[src/rtl/reg_write_queue_pkg.sv]
// Shared types and helpers for the register-write queue feeding the GPU register bank.
// Field widths are upper bounds; instances use the low ADDR_W / WIDTH bits.
package reg_write_queue_pkg;

   localparam int MAX_ADDR_W = 8;
   localparam int MAX_REGS   = 256;
   localparam int MAX_DATA_W = 64;

   typedef struct packed {
      logic [MAX_ADDR_W-1:0] addr;
      logic [MAX_DATA_W-1:0] data;
   } wr_cmd_t;

   localparam logic [MAX_REGS-1:0] REG_LOAD_IDLE = '1;

   function automatic logic [MAX_REGS-1:0] load_n_onehot(input logic [MAX_ADDR_W-1:0] addr);
      logic [MAX_REGS-1:0] v;
      v       = REG_LOAD_IDLE;
      v[addr] = 1'b0;
      return v;
   endfunction

endpackage

[src/rtl/sync_fifo.sv]
// Generic single-clock FIFO with wrap-bit pointers; pushes when full and pops when empty are ignored.
module sync_fifo #(
   parameter int WIDTH = 8,
   parameter int DEPTH = 4
) (
   input  logic                       clk,
   input  logic                       reset,
   input  logic                       push,
   input  logic                       pop,
   input  logic [WIDTH-1:0]           din,
   output logic [WIDTH-1:0]           dout,
   output logic                       full,
   output logic                       empty,
   output logic [$clog2(DEPTH):0]     count
);
   localparam int PTR_W = $clog2(DEPTH);

   logic [PTR_W:0]   wr_ptr_q, wr_ptr_d;
   logic [PTR_W:0]   rd_ptr_q, rd_ptr_d;
   logic [WIDTH-1:0] mem_q [DEPTH];
   logic             do_push, do_pop;

   assign empty   = (wr_ptr_q == rd_ptr_q);
   assign full    = (wr_ptr_q[PTR_W] != rd_ptr_q[PTR_W]) &&
                    (wr_ptr_q[PTR_W-1:0] == rd_ptr_q[PTR_W-1:0]);
   assign count   = wr_ptr_q - rd_ptr_q;
   assign do_push = push && !full;
   assign do_pop  = pop && !empty;
   assign dout    = mem_q[rd_ptr_q[PTR_W-1:0]];

   always_comb begin
      wr_ptr_d = wr_ptr_q;
      rd_ptr_d = rd_ptr_q;
      if (do_push) wr_ptr_d = wr_ptr_q + (PTR_W+1)'(1);
      if (do_pop)  rd_ptr_d = rd_ptr_q + (PTR_W+1)'(1);
   end

   always_ff @(posedge clk or posedge reset) begin
      if (reset) begin
         wr_ptr_q <= '0;
         rd_ptr_q <= '0;
      end else begin
         wr_ptr_q <= wr_ptr_d;
         rd_ptr_q <= rd_ptr_d;
      end
   end

   // Storage carries no reset: an empty FIFO never exposes its contents.
   always_ff @(posedge clk) begin
      if (do_push) mem_q[wr_ptr_q[PTR_W-1:0]] <= din;
   end

endmodule

[src/rtl/reg_write_queue.sv]
// Queues host register writes and issues one per cycle onto the shared D bus with an
// active-low per-register load strobe; writes to missing registers raise a sticky error.
module reg_write_queue
   import reg_write_queue_pkg::*;
#(
   parameter int WIDTH  = 32,
   parameter int NREGS  = 8,
   parameter int ADDR_W = 3,
   parameter int DEPTH  = 4
) (
   input  logic              clk,
   input  logic              reset,
   input  logic              wr_valid,
   output logic              wr_ready,
   input  logic [ADDR_W-1:0] wr_addr,
   input  logic [WIDTH-1:0]  wr_data,
   output logic [WIDTH-1:0]  reg_d,
   output logic [NREGS-1:0]  reg_load_n,
   output logic              busy,
   output logic              err,
   input  logic              err_clr
);
   localparam int                 CNT_W     = $clog2(DEPTH) + 1;
   localparam int                 ENT_W     = ADDR_W + WIDTH;
   localparam logic [NREGS-1:0]   LOAD_IDLE = REG_LOAD_IDLE[NREGS-1:0];
   localparam logic [MAX_ADDR_W:0] NREGS_LIM = (MAX_ADDR_W+1)'(NREGS);

   logic                fifo_push, fifo_pop, fifo_full, fifo_empty;
   logic [CNT_W-1:0]    fifo_count;
   logic [ENT_W-1:0]    head_ent;
   wr_cmd_t             head_cmd;
   logic [MAX_REGS-1:0] head_sel_n;
   logic                head_addr_ok;
   logic [WIDTH-1:0]    reg_d_q, reg_d_d;
   logic [NREGS-1:0]    reg_load_n_q, reg_load_n_d;
   logic                err_q, err_d;
   logic                unused_ok;

   assign wr_ready  = (fifo_count != CNT_W'(DEPTH));
   assign fifo_push = wr_valid && !fifo_full;
   assign fifo_pop  = !fifo_empty;

   sync_fifo #(
      .WIDTH (ENT_W),
      .DEPTH (DEPTH)
   ) u_fifo (
      .clk   (clk),
      .reset (reset),
      .push  (fifo_push),
      .pop   (fifo_pop),
      .din   ({wr_addr, wr_data}),
      .dout  (head_ent),
      .full  (fifo_full),
      .empty (fifo_empty),
      .count (fifo_count)
   );

   always_comb begin
      head_cmd      = '0;
      head_cmd.addr = MAX_ADDR_W'(head_ent[ENT_W-1:WIDTH]);
      head_cmd.data = MAX_DATA_W'(head_ent[WIDTH-1:0]);
   end

   assign head_addr_ok = ({1'b0, head_cmd.addr} < NREGS_LIM);
   assign head_sel_n   = load_n_onehot(head_cmd.addr);
   // Upper struct / strobe bits beyond this instance's geometry are intentionally dropped.
   assign unused_ok    = &{1'b0, head_cmd.data, head_sel_n};

   // Issue stage: FIFO head -> registered D bus, strobe and error flag
   always_comb begin
      reg_d_d      = reg_d_q;
      reg_load_n_d = LOAD_IDLE;
      err_d        = err_q && !err_clr;
      if (fifo_pop) begin
         if (head_addr_ok) begin
            reg_d_d      = head_cmd.data[WIDTH-1:0];
            reg_load_n_d = head_sel_n[NREGS-1:0];
         end else begin
            err_d = 1'b1;
         end
      end
   end

   always_ff @(posedge clk or posedge reset) begin
      if (reset) begin
         reg_d_q      <= '0;
         reg_load_n_q <= LOAD_IDLE;
         err_q        <= 1'b0;
      end else begin
         reg_d_q      <= reg_d_d;
         reg_load_n_q <= reg_load_n_d;
         err_q        <= err_d;
      end
   end

   assign reg_d      = reg_d_q;
   assign reg_load_n = reg_load_n_q;
   assign err        = err_q;
   assign busy       = !fifo_empty || (reg_load_n_q != LOAD_IDLE);

endmodule

[config.mk]
export PLATFORM = sky130hd
export DESIGN_NAME = reg_write_queue
export DESIGN_NICKNAME = d
export VERILOG_FILES = /design/src/rtl/reg_write_queue_pkg.sv /design/src/rtl/sync_fifo.sv /design/src/rtl/reg_write_queue.sv
export SDC_FILE = /design/constraint.sdc
export NUM_CORES = 1
export LEC_CHECK = 0
export CORE_AREA = 2 2 117 119
export DETAILED_ROUTE_END_ITERATION = 8
export DIE_AREA = 0 0 119 121
export PLACE_DENSITY = 0.88
export SLEW_MARGIN = 20
export SYNTH_ARGS = -nofsm -noshare
export SYNTH_HDL_FRONTEND = slang
export SYNTH_SLANG_ARGS = --single-unit
[constraint.sdc]
create_clock -name clk -period 4.55 [get_ports clk]
set_clock_uncertainty 0.05 [all_clocks]
set_input_delay 0.91 -clock clk [delete_from_list [all_inputs] [get_ports clk]]
set_output_delay 0.91 -clock clk [all_outputs]
set_load 0.01 [all_outputs]
# Word level (Yosys, flattened, before mapping)
# Memories as Yosys holds them, arrays and structs flattened.
# Index checks and enable logic that the tools add are counted.
# word_totals
ramBits	140
memories	1
wordCells	37
regBits	47
# classes
n_mux	8
eq_ne	5
bitwise_logic	2
addsub	3
n_reduce_logical	10
order_cmp	3
# memory_table
name	depth	width	rd	rd_ports_with_merged_regs	write_ports	line_no	rtl
u_fifo.mem_q	4	35	1	0	1	sync_fifo.sv:20	logic [WIDTH-1:0] mem_q [DEPTH];
# op_table
cell	count
2-to-1 mux 8 bit	2
less-than comparator 3 x 9 -> 1 bit, second input constant	1
inequality test 8 bit, second input constant	1
NOT 8 bit	1
adder 3 x 1 -> 3 bit, second input constant	2
logical AND 1 bit	5
2-to-1 mux 1 bit	5
less-than comparator 3 x 4 -> 1 bit, second input constant	1
demux 1 bit (select 3 bit)	1
== test 3 bit	1
greater-or-equal comparator 3 x 1 -> 1 bit, second input constant	1
zero test 1 bit	3
inequality test 3 bit, second input constant	1
subtractor 3 bit	1
== test 2 bit	1
AND reduction 2 bit	1
logical OR 1 bit	1
inequality test 1 bit	1
NOT 1 bit	1

# Depth between registers and ports, before layout
# An unclocked memory read counts as a cell.
# logic_depth
word_depth	8
ltp_mapped	8
ltp_nobuf	5

# Hierarchy
# A second synthesis with hierarchy kept.
# hier_totals
cells_unflattened	329
hier_area_um2	7196.9
# by_module_without_submodules
mod	n_inst	cells_each	seq_area_each_um2	area_per_inst_um2
sync_fifo	1	229	4354.2	5519.0
reg_write_queue	1	100	1036.0	1677.9

# Least setup slack after synthesis
# OpenSTA, ideal clock, no wires.
# synth_timing
path_type	flip-flop to flip-flop
from	register u_fifo.rd_ptr_q[1]
to	memory u_fifo.mem_q[3][0] in the netlist's numbering, enable pin
n_path_buf	2
setup_ns	0.442
t_required_ns	4.058
stages_incl_launch_ff	7
slack_ns	0.872
t_arrival_ns	3.186
period_less_slack_ns	3.678
path_cell_list	dfrtp_1 -> buf_2 -> buf_1 -> inv_1 -> ha_1 -> and2_1 -> a21oi_1
# synth_between
elab_chain_len	7
# synth_lines
element	line_no	rtl
from (decl)	sync_fifo.sv:19	logic [PTR_W:0] rd_ptr_q, rd_ptr_d;
from (signal assigned)	sync_fifo.sv:44	rd_ptr_q <= rd_ptr_d;
== test 2 bit *	sync_fifo.sv:25	(wr_ptr_q[PTR_W-1:0] == rd_ptr_q[PTR_W-1:0]);
logical AND 1 bit *	sync_fifo.sv:24	assign full = (wr_ptr_q[PTR_W] != rd_ptr_q[PTR_W]) &&
zero test 1 bit *	sync_fifo.sv:27, reg_write_queue.sv:40	
logical AND 1 bit	reg_write_queue.sv:40	assign fifo_push = wr_valid && !fifo_full;
logical AND 1 bit *	sync_fifo.sv:27	assign do_push = push && !full;
2-to-1 mux 1 bit *	sync_fifo.sv:50	if (do_push) mem_q[wr_ptr_q[PTR_W-1:0]] <= din;
2-to-1 mux 1 bit (not written as such) *	sync_fifo.sv:50	
to (decl)	sync_fifo.sv:20	
# Every way passes the cells marked *; elsewhere a longest branch is shown, timed or not.

# Final worst setup path
# layout_timing
from	register u_fifo.wr_ptr_q[0]
to	output busy
# layout_between
elab_chain_len	3
# layout_lines
element	line_no	rtl
from (decl)	sync_fifo.sv:18	logic [PTR_W:0] wr_ptr_q, wr_ptr_d;
from (signal assigned)	sync_fifo.sv:43	wr_ptr_q <= wr_ptr_d;
== test 3 bit	sync_fifo.sv:23	assign empty = (wr_ptr_q == rd_ptr_q);
zero test 1 bit	reg_write_queue.sv:99	assign busy = !fifo_empty || (reg_load_n_q != LOAD_IDLE);
logical OR 1 bit	reg_write_queue.sv:99	
to (decl)	reg_write_queue.sv:19	output logic busy,
# Every way passes these cells.

==> run metrics <==
outcome=finished clean; maximum number of pins on one net before global-route repair=48; Core Area=13,090 sq um; Avg Inst Size Synth=22.43 sq um; Slew HR=29.77%; Post-synth ARST share=25.13%; synthesis-stage register bit count=187; Total Neg Setup Slack=0 ns; CP endpoint kind=primary output; root buffer cell=clkbuf_16; CTS H-tree depth=4; RSZ-0062 raised after global routing=no; DR pass1 iterations=4; Post-synth EDFFs=140; Post-CTS Setup Repair Bufs=0; Chip Height=121 um; leading area contributor after synthesis=edfxtp_1; synth top area cells=edfxtp_1, dfrtp_1, mux4_1; number of DRC markers in iteration 0=185; Power Dens Cells=693.9 nW/um^2; post-synth top area share=59.50%; row count=42; critical path arrival=2.39 ns; clk buf depth=2; Syn. warnings=0; Tightest Pin Transition=1.051 ns; Buffers on Ports=81; P&R area growth vs syn=22.17%; Ports=82; number of distinct library cells after synthesis=26; # DRC=0; Clk Latency, worst-skew pair=0.42 ns; hpwl dp=7309 um; Synth Flop Type=edfxtp_1; vias per std cell=5.461; nets@finish=453; antenna-violating nets left=0; Final Cycle Share=73.65%; Post-Syn Nets=361; # hold bufs at CTS=0; global-route wire length before repair=18,950 um; routed len/inst=19.80 um; Setup-failing EPs final=0; synthesized instance count=315; Total Routing Usage GR=18.08%; startpoint class of the critical path=flip-flop; Final Hold Violating Endpoints=0; Worst-path clk slew=0.06 ns; Num CTS Buffers=17; sequential share of the synthesized area=76.29%; Post-Syn Area=7066 sq um; most frequent cells after synthesis=edfxtp_1, dfrtp_1, mux2_2; count leader, synth=edfxtp_1; Inserted Diodes=0; Die ar.=14,400 sq um; Resize count post-CTS=0; total number of vias=3,255; f_max=298.4 MHz; # placed instances=564; MaxCap Viol Count=0; Max Slew Vio Count=0; antenna violations before repair=0; total grt overflow=0; fin util=65.97%; worst hold path type=reg -> reg; fin cells=596; required time worst endpoint=3.59 ns; initial core utilization=54.00%; die width=119 um; Detailed Route WL=11,800 um; Leak=3.035 nW; vias in the first global route=3,512; maximum VDD drop=0.4568 mV; CTS tree=yes; Max FO, Critical Path=4; GPL Wtd Cong=0.6982; clk sinks=187; Tmin final=3.351 ns; share of cells above drive strength 1=22.38%; WS Path Type=reg -> out
==> stage by stage <==
step                      setup WS (ns)  hold slack [ns]  total power [mW]  instance area [sq um]
final                             1.199           0.4553             5.990                   8632
after CTS                         1.169           0.4566             6.062                   8631
after global routing              1.105           0.4810             6.294                   8632
after detailed placement          1.397           0.4427             4.597                   8041
after floorplan                  0.8716           0.4819             3.912                   7066
after global placement            1.515           0.4386             4.510                   8041
==> layout by cell type, fill, tap and decap left out, drive strengths merged, types with 3 or more instances in the layout <==
cell type	n
clkinv	6
clkdlybuf4s50	81
and2	5
dfrtp	39
xnor2	5
mux2	34
mux4	35
ha	7
buf	3
inv	3
nand2	11
nor2b	4
bufinv	3
edfxtp	140
dfstp	8
clkbuf	24
==> cell families (layout without fill, tap and decap cells) <==
family | after synthesis | count (layout) | synth area share, %
AOI/OAI and AO/OA | 5 | 5 | 0.4250
xor gates and xnor gates | 7 | 7 | 0.9740
adders and majority gates | 7 | 7 | 1.240
buffers and inverters | 15 | 120 | 1.558
DFF | 187 | 187 | 76.29
muxes | 69 | 69 | 17.64
and+or+nand+nor | 25 | 25 | 1.877
==> critical path: stages (launching register included) <==
cell,delay [ns]
dfrtp_1,0.40
inv_1,0.12
ha_1,0.31
nand2_1,0.12
or4_1,0.53
clkdlybuf4s50_1,0.49
==> where the power goes <==
group / internal [mW] / leakage (nW) / switching (mW)
combinational: 1.05 / 0.923 / 0.921
sequential: 2.39 / 1.82 / 0.170
clock: 0.890 / 0.290 / 0.571
==> routing by layer <==
layer | wire length (um) | track usage (%)
met2 | 5924 | 29.38
met1 | 5194 | 23.76
met5 | 0 | 0
met4 | 187 | 6.994
met3 | 496 | 4.652
==> path summary, 6_finish.rpt <==
kind / start / to / slack (ns) / depth (start not counted)
max in group asynchronous: reset / u_fifo.rd_ptr_q[0]$_DFFE_PP0N_ / 2.98 / 2
hold reg to reg: reg_d[3]$_DFFE_PP0N_ / reg_d[3]$_DFFE_PP0N_ / 0.46 / 1
hold / removal: reg_d[3]$_DFFE_PP0N_ / reg_d[3]$_DFFE_PP0N_ / 0.46 / 1
setup reg to reg: u_fifo.wr_ptr_q[0]$_DFFE_PP0P_ / u_fifo.mem_q[2][3]$_DFFE_PP_ / 1.71 / 5
min in group asynchronous: reset / reg_d[4]$_DFFE_PP0N_ / 0.89 / 2
setup / recovery: u_fifo.wr_ptr_q[0]$_DFFE_PP0P_ / busy / 1.20 / 5
==> registers in the layout, summed over array words and instances (netlist names) <==
register,cells
reg_load_n,8
err,1
u_fifo.rd_ptr_q,3
reg_d,32
u_fifo.mem_q,140
u_fifo.wr_ptr_q,3
==> final cells by class <==
| cell class | instances | area [sq um] |
|---|---|---|
| multi-input cells | 113 | 1580 |
| clock buffers | 24 | 471.7 |
| repair buffers | 84 | 833.3 |
| well taps | 176 | 220.2 |
| fillers | 809 | 4453 |
| flip-flops and latches | 187 | 5393 |
| clock inverters | 8 | 117.6 |
| inverters | 4 | 16.27 |
Power figures use the tool's default switching activity.
